## config.mk

```make
export PLATFORM = sky130hd
export DESIGN_NAME = uart_rx_fifo
export DESIGN_NICKNAME = d
export VERILOG_FILES = /design/src/rtl/uart_pkg.sv /design/src/rtl/sync_fifo.sv /design/src/rtl/uart_rx_fifo.sv
export SDC_FILE = /design/constraint.sdc
export NUM_CORES = 1
export LEC_CHECK = 0
export ABC_CLOCK_PERIOD_IN_PS = 4300
export CAP_MARGIN = 25
export CORE_MARGIN = 1.5
export CORE_UTILIZATION = 40
export CTS_BUF_LIST = sky130_fd_sc_hd__clkbuf_2 sky130_fd_sc_hd__clkbuf_4 sky130_fd_sc_hd__clkbuf_8
export CTS_CLUSTER_SIZE = 20
export DETAILED_ROUTE_END_ITERATION = 10
export GPL_TIMING_DRIVEN = 0
export HOLD_SLACK_MARGIN = 0.05
export SLEW_MARGIN = 40
export SYNTH_ARGS = -nofsm -noshare
export SYNTH_HDL_FRONTEND = slang
export SYNTH_SLANG_ARGS = --single-unit
```

## constraint.sdc

```tcl
create_clock -name i_Clk -period 4.3 [get_ports i_Clk]
set_clock_uncertainty 0.15 [all_clocks]
set_input_delay 0.86 -clock i_Clk [delete_from_list [all_inputs] [get_ports i_Clk]]
set_output_delay 0.86 -clock i_Clk [all_outputs]
set_load 0.05 [all_outputs]
```

## src/rtl/uart_pkg.sv

```systemverilog
// Shared constants, receiver state encoding and parity helper for the UART
// receive path.
package uart_pkg;

  localparam int PAR_NONE = 0;
  localparam int PAR_ODD  = 1;
  localparam int PAR_EVEN = 2;

  typedef enum logic [2:0] {
    ST_IDLE   = 3'd0,
    ST_START  = 3'd1,
    ST_DATA   = 3'd2,
    ST_PARITY = 3'd3,
    ST_STOP   = 3'd4,
    ST_BREAK  = 3'd5
  } rx_state_e;

  // ones_odd is the XOR of data and parity bit; returns 1 when the frame fails.
  function automatic logic parity_bad(input logic ones_odd, input int mode);
    if (mode == PAR_ODD)  return !ones_odd;
    if (mode == PAR_EVEN) return ones_odd;
    return 1'b0;
  endfunction

endpackage

```

## src/rtl/sync_fifo.sv

```systemverilog
// First-word fall-through FIFO: the array read is registered into a head
// register that always holds the word that is current on the next cycle.
module sync_fifo #(
  parameter int WIDTH = 8,
  parameter int DEPTH = 16
) (
  input  logic                     i_Clk,
  input  logic                     w_rst,
  input  logic                     push_i,
  input  logic [WIDTH-1:0]         data_i,
  input  logic                     pop_i,
  output logic [WIDTH-1:0]         data_o,
  output logic                     valid_o,
  output logic [$clog2(DEPTH):0]   count_o,
  output logic                     overflow_o
);

  localparam int AW = $clog2(DEPTH);

  logic [WIDTH-1:0] mem_q [DEPTH];
  logic [AW-1:0]    wr_ptr_q, wr_ptr_d;
  logic [AW-1:0]    rd_ptr_q, rd_ptr_d;
  logic [AW:0]      count_q, count_d;
  logic [WIDTH-1:0] head_q, head_d;
  logic             empty, full, do_push, do_pop;

  assign empty      = (count_q == '0);
  assign full       = (count_q == (AW+1)'(DEPTH));
  assign do_pop     = pop_i && !empty;
  assign do_push    = push_i && (!full || do_pop);
  assign overflow_o = push_i && full && !do_pop;

  always_comb begin
    wr_ptr_d = wr_ptr_q + AW'(do_push);
    rd_ptr_d = rd_ptr_q + AW'(do_pop);
    count_d  = count_q + (AW+1)'(do_push) - (AW+1)'(do_pop);
    // The slot becoming head may be the one written this very cycle.
    if (count_d == '0) begin
      head_d = '0;
    end else if (do_push && (wr_ptr_q == rd_ptr_d)) begin
      head_d = data_i;
    end else begin
      head_d = mem_q[rd_ptr_d];
    end
  end

  always_ff @(posedge i_Clk) begin
    if (do_push) begin
      mem_q[wr_ptr_q] <= data_i;
    end
  end

  always_ff @(posedge i_Clk) begin
    if (w_rst) begin
      wr_ptr_q <= '0;
      rd_ptr_q <= '0;
      count_q  <= '0;
      head_q   <= '0;
    end else begin
      wr_ptr_q <= wr_ptr_d;
      rd_ptr_q <= rd_ptr_d;
      count_q  <= count_d;
      head_q   <= head_d;
    end
  end

  assign data_o  = head_q;
  assign valid_o = !empty;
  assign count_o = count_q;

endmodule

```

## src/rtl/uart_rx_fifo.sv

```systemverilog
// UART receiver with mid-bit sampling, optional parity, sticky error flags
// and a first-word fall-through receive FIFO.
module uart_rx_fifo
  import uart_pkg::*;
#(
  parameter int CLK_FREQ  = 25_000_000,
  parameter int BAUD      = 115200,
  parameter int DATA_BITS = 8,
  parameter int PARITY    = 0,
  parameter int DEPTH     = 16
) (
  input  logic                   i_Clk,
  input  logic                   w_rst,
  input  logic                   i_rx_in,
  output logic [DATA_BITS-1:0]   o_rx_data,
  output logic                   o_rx_valid,
  input  logic                   i_rx_ready,
  output logic [$clog2(DEPTH):0] o_fifo_count,
  output logic                   o_parity_err,
  output logic                   o_frame_err,
  output logic                   o_overflow,
  input  logic                   i_clr_err
);

  localparam int CLKS_PER_BIT = CLK_FREQ / BAUD;
  localparam int CW = ($clog2(CLKS_PER_BIT) < 1) ? 1 : $clog2(CLKS_PER_BIT);
  localparam int BW = ($clog2(DATA_BITS) < 1) ? 1 : $clog2(DATA_BITS);
  localparam logic [CW-1:0] BIT_LAST  = CW'(CLKS_PER_BIT - 1);
  localparam logic [CW-1:0] HALF_LAST = CW'(CLKS_PER_BIT / 2 - 1);
  localparam logic [BW-1:0] DATA_LAST = BW'(DATA_BITS - 1);

  logic                 sync1_q, sync2_q, rx_s;
  rx_state_e            state_q, state_d;
  logic [CW-1:0]        clk_cnt_q, clk_cnt_d;
  logic [BW-1:0]        bit_cnt_q, bit_cnt_d;
  logic [DATA_BITS-1:0] shift_q, shift_d;
  logic                 par_bad_q, par_bad_d;
  logic                 parity_err_q, parity_err_d;
  logic                 frame_err_q, frame_err_d;
  logic                 overflow_q, overflow_d;
  logic                 push, set_par, set_frame, fifo_ovf;

  always_ff @(posedge i_Clk) begin
    if (w_rst) begin
      sync1_q <= 1'b1;
      sync2_q <= 1'b1;
    end else begin
      sync1_q <= i_rx_in;
      sync2_q <= sync1_q;
    end
  end

  assign rx_s = sync2_q;

  always_comb begin
    state_d   = state_q;
    clk_cnt_d = clk_cnt_q + 1'b1;
    bit_cnt_d = bit_cnt_q;
    shift_d   = shift_q;
    par_bad_d = par_bad_q;
    push      = 1'b0;
    set_par   = 1'b0;
    set_frame = 1'b0;
    unique case (state_q)
      ST_IDLE: begin
        clk_cnt_d = '0;
        bit_cnt_d = '0;
        par_bad_d = 1'b0;
        if (!rx_s) state_d = ST_START;
      end
      ST_START: begin
        if (clk_cnt_q == HALF_LAST) begin
          clk_cnt_d = '0;
          state_d   = rx_s ? ST_IDLE : ST_DATA;
        end
      end
      ST_DATA: begin
        if (clk_cnt_q == BIT_LAST) begin
          clk_cnt_d = '0;
          shift_d   = {rx_s, shift_q[DATA_BITS-1:1]};
          bit_cnt_d = bit_cnt_q + 1'b1;
          if (bit_cnt_q == DATA_LAST) begin
            state_d = (PARITY != PAR_NONE) ? ST_PARITY : ST_STOP;
          end
        end
      end
      ST_PARITY: begin
        if (clk_cnt_q == BIT_LAST) begin
          clk_cnt_d = '0;
          par_bad_d = parity_bad(^shift_q ^ rx_s, PARITY);
          state_d   = ST_STOP;
        end
      end
      ST_STOP: begin
        if (clk_cnt_q == BIT_LAST) begin
          clk_cnt_d = '0;
          state_d   = ST_IDLE;
          if (!rx_s) begin
            set_frame = 1'b1;
            state_d   = ST_BREAK;
          end else if (par_bad_q) begin
            set_par = 1'b1;
          end else begin
            push = 1'b1;
          end
        end
      end
      ST_BREAK: begin
        // Hold off start detection until the line returns to idle.
        clk_cnt_d = '0;
        if (rx_s) state_d = ST_IDLE;
      end
      default: state_d = ST_IDLE;
    endcase
  end

  always_ff @(posedge i_Clk) begin
    if (w_rst) begin
      state_q   <= ST_IDLE;
      clk_cnt_q <= '0;
      bit_cnt_q <= '0;
      shift_q   <= '0;
      par_bad_q <= 1'b0;
    end else begin
      state_q   <= state_d;
      clk_cnt_q <= clk_cnt_d;
      bit_cnt_q <= bit_cnt_d;
      shift_q   <= shift_d;
      par_bad_q <= par_bad_d;
    end
  end

  // A set event in the same cycle as a clear takes priority.
  always_comb begin
    parity_err_d = parity_err_q;
    frame_err_d  = frame_err_q;
    overflow_d   = overflow_q;
    if (i_clr_err) begin
      parity_err_d = 1'b0;
      frame_err_d  = 1'b0;
      overflow_d   = 1'b0;
    end
    if (set_par)   parity_err_d = 1'b1;
    if (set_frame) frame_err_d  = 1'b1;
    if (fifo_ovf)  overflow_d   = 1'b1;
  end

  always_ff @(posedge i_Clk) begin
    if (w_rst) begin
      parity_err_q <= 1'b0;
      frame_err_q  <= 1'b0;
      overflow_q   <= 1'b0;
    end else begin
      parity_err_q <= parity_err_d;
      frame_err_q  <= frame_err_d;
      overflow_q   <= overflow_d;
    end
  end

  sync_fifo #(
    .WIDTH (DATA_BITS),
    .DEPTH (DEPTH)
  ) u_fifo (
    .i_Clk      (i_Clk),
    .w_rst      (w_rst),
    .push_i     (push),
    .data_i     (shift_q),
    .pop_i      (i_rx_ready),
    .data_o     (o_rx_data),
    .valid_o    (o_rx_valid),
    .count_o    (o_fifo_count),
    .overflow_o (fifo_ovf)
  );

  assign o_parity_err = parity_err_q;
  assign o_frame_err  = frame_err_q;
  assign o_overflow   = overflow_q;

endmodule
```

==> impl_metrics.py <==
metrics = {
    "outcome": {
        "status": "complete, no violations",
    },
    "place": {
        "dpl_cell_area_um2": 7740,
        "io_buffers": 19,
        "dp_slack_ns": 0.0793,
        "gp_congestion": 0.762,
        "dpl.hpwl_um": 9550,
    },
    "global_routing": {
        "antenna_found_initial": 0,
        "grt_max_degree": 20,
        "grt.met2_usage_pct": 26.8,
        "met3_usage_pct": 3.33,
        "grt_first_pass_wirelength_um": 22300,
        "grt_busiest_layer": "met2",
        "use_met1_pct": 22.6,
        "grt_overflow": 0,
        "grt_pass1_vias": 3892,
        "grt_usage_pct": 16.7,
    },
    "die": {
        "initial_utilization_pct": 41.2,
        "die_y_um": 137,
        "core_um2": 17400,
        "dieArea_um2": 18800,
        "die_x_um": 137,
        "ios": 22,
        "num_rows": 48,
    },
    "setup_path": {
        "cp.arrival_ns": 4.31,
        "r2r_start": "u_fifo.count_o[2]",
        "endpoint_kind": "register",
        "path_class": "register to register",
        "r2r_setup_slack_ns": 0.20,
        "start_kind": "register",
        "r2r_end": "u_fifo.data_o[6]",
        "worst-path-max-fanout": 10,
        "critical_path_required_ns": 4.50,
        "ff2ff_path_depth": 13,
    },
    "sta": {
        "fin_crit_ns": 4.10,
        "tns_ns": 0,
        "slew-limit-headroom_pct": 46.4,
        "drv_slew": 0,
        "setup_slack_ns": 0.195,
        "finalSetupViolCount": 0,
        "worstMarginPinSlew_ns": 0.801,
        "hold_viol_final": 0,
        "rsz0062_at_grt": "false",
        "max_freq_ghz": 0.244,
        "period_share_pct": 95.5,
    },
    "drt": {
        "drt_iter0_markers": 191,
        "drtAntennaViolNets": 0,
        "vias": 3823,
        "wl_per_cell_um": 19.6,
        "via_per_inst": 5.20,
        "dr.pass1.iters": 4,
        "wirelength_um": 14400,
        "drc": 0,
    },
    "synthesis": {
        "ys_seq_elements": 175,
        "yosysUniqueCellTypes": 49,
        "syn_nets": 473,
        "async_flop_share_pct": 0,
        "synth_enable_flop_cells": 128,
        "synthCells": 453,
        "syn-cell-area_um2": 7180,
        "avgSynthCellArea_um2": 15.8,
        "synth_flop_cell": "edfxtp_1",
        "ys_seq_area_share_pct": 66.7,
        "ys_warn_count": 0,
    },
    "final_layout": {
        "stdcell_area_um2": 8150,
        "final_core_util_pct": 46.8,
        "final_cell_mix": "128 x edfxtp_1, 47 x dfxtp_1, 32 x mux4_2, 31 x nor2_1, 24 x nand2_1",
        "fin_nets": 517,
        "diodes": 0,
        "drive_gt1_share_pct": 21.2,
        "multi_input_area_um2": 2320,
        "fillers": 1498,
        "syn_to_final_growth_pct": 13.6,
        "seq_area_um2": 4780,
        "final_common_cell": "edfxtp_1",
    },
    "worst_hold_path": {
        "hold_start": "sync1_q",
        "whs_path_depth": 1,
        "hold_class": "register to register",
        "whs_endpoint": "rx_s",
    },
    "cts": {
        "clock_sinks": 175,
        "post_cts_resized": 0,
        "clkSlewWorstSetupHoldPaths_ns": 0.10,
        "cts_tree": "done",
        "clockBufferDepth": 2,
        "clockRootBuffer": "clkbuf_8",
        "clk_latency_ns": 0.46,
        "h-tree-depth": 4,
        "post_cts_buffers": 0,
        "cts_hold_buf": 0,
        "cts_buffers": 17,
    },
    "power": {
        "ir_drop_mv": 0.345,
        "p_leak_nw": 2.75,
        "p_total_mw": 4.68,
        "power_density_nw_per_um2": 574,
    },
    "job": {
        "cap_violations": 0,
    },
}
-- how the worst max path moves through the flow --
stage,start,end,depth (start not counted)
finish,u_fifo.count_o[2],u_fifo.data_o[6],13
detailed placement,i_rx_ready,u_fifo.data_o[3],12
global route,u_fifo.count_o[2],u_fifo.data_o[5],13
global placement,i_rx_ready,u_fifo.data_o[3],12
floorplan,u_fifo.count_o[3],u_fifo.data_o[0],15
CTS,u_fifo.count_o[2],u_fifo.data_o[6],13
-- synth_stat cells, types with 2 or more instances --
cell type,instances,area share (%)
nand3_1,10,0.70
nor3_1,5,0.35
nor2b_1,9,0.78
dfxtp_1,47,13
mux2_2,8,1.3
xor2_1,8,0.98
nand4bb_1,2,0.31
inv_1,14,0.73
a21oi_1,15,1.0
edfxtp_1,128,54
nor4_1,4,0.35
and3_1,3,0.26
nand2b_1,6,0.52
nor2_1,35,1.8
nor3b_1,2,0.21
o211ai_1,2,0.21
mux2i_1,16,2.2
or3b_4,2,0.31
buf_2,4,0.28
mux4_2,32,10
nand4_1,2,0.17
ha_1,14,2.4
o2bb2ai_1,8,0.98
buf_4,2,0.21
clkbuf_1,16,0.84
xnor2_1,7,0.85
nand2_1,24,1.3
or2_2,4,0.35
nand3b_1,4,0.42
-- worst max-delay path, stage by stage, from the launching register on --
cell	delay, ns
dfxtp_1	0.34
inv_1	0.08
ha_1	0.14
or3b_4	0.39
or2_2	0.29
and2_1	0.20
ha_1	0.21
ha_1	0.28
clkbuf_1	0.40
clkbuf_1	0.60
mux4_2	0.45
mux2i_1	0.22
mux2_2	0.19
o2bb2ai_1	0.07
-- state kept, by name (all words and copies together), names as in the netlist, 3 cells and up --
signal           flops
bit_cnt_q            3
clk_cnt_q            8
shift_q              8
state_q              3
u_fifo.count_o       5
u_fifo.data_o        8
u_fifo.mem_q       128
u_fifo.rd_ptr_q      4
u_fifo.wr_ptr_q      4
-- final cells by class --
cell class                      count  share of cell area (%)
Clock inverter                     14                    1.93
Buffer                             22                    1.17
Inverter                           14                   0.645
Clock buffer                       18                    2.96
Timing Repair Buffer               25                    2.70
Tap cell                          225                    3.45
Sequential cell                   175                    58.7
Multi-Input combinational cell    242                    28.4
-- routing by layer --
| layer | part of all wire [%] | vias to the layer above | wire (µm) |
|---|---|---|---|
| met5 | 0 | - | 0 |
| met4 | 1.2 | 0 | 178 |
| met3 | 4.4 | 13 | 636 |
| met2 | 49 | 73 | 7040 |
| met1 | 45 | 1929 | 6560 |
| li1 | - | 1808 | - |
-- where the power goes --
group / switching [mW] / internal (mW) / total, mW / leakage, nW
Clock: 0.607 / 0.532 / 1.14 / 0.194
Sequential: 0.0385 / 1.86 / 1.89 / 1.57
Combinational: 0.913 / 0.730 / 1.64 / 0.989
Total: 1.56 / 3.12 / 4.68 / 2.75
-- through the flow --
stage / hold WS, ns / cells
after floorplan: 0.239 / 453
final: 0.267 / 735
after global placement: 0.244 / 697
after detailed placement: 0.250 / 703
after global routing: 0.275 / 735
after CTS: 0.272 / 735
-- logic make-up after synthesis --
| logic type | count (synthesis) | synth area share (%) |
|---|---|---|
| other cells | 1 | 0.0523 |
| flops | 175 | 66.7 |
| simple gates | 117 | 8.46 |
| buf+inv | 36 | 2.06 |
| mux | 56 | 13.5 |
| xor+xnor | 18 | 2.86 |
| fa+ha+maj | 15 | 2.72 |
| compound gates | 35 | 3.64 |
No activity file was read; power rests on OpenSTA's default activity.
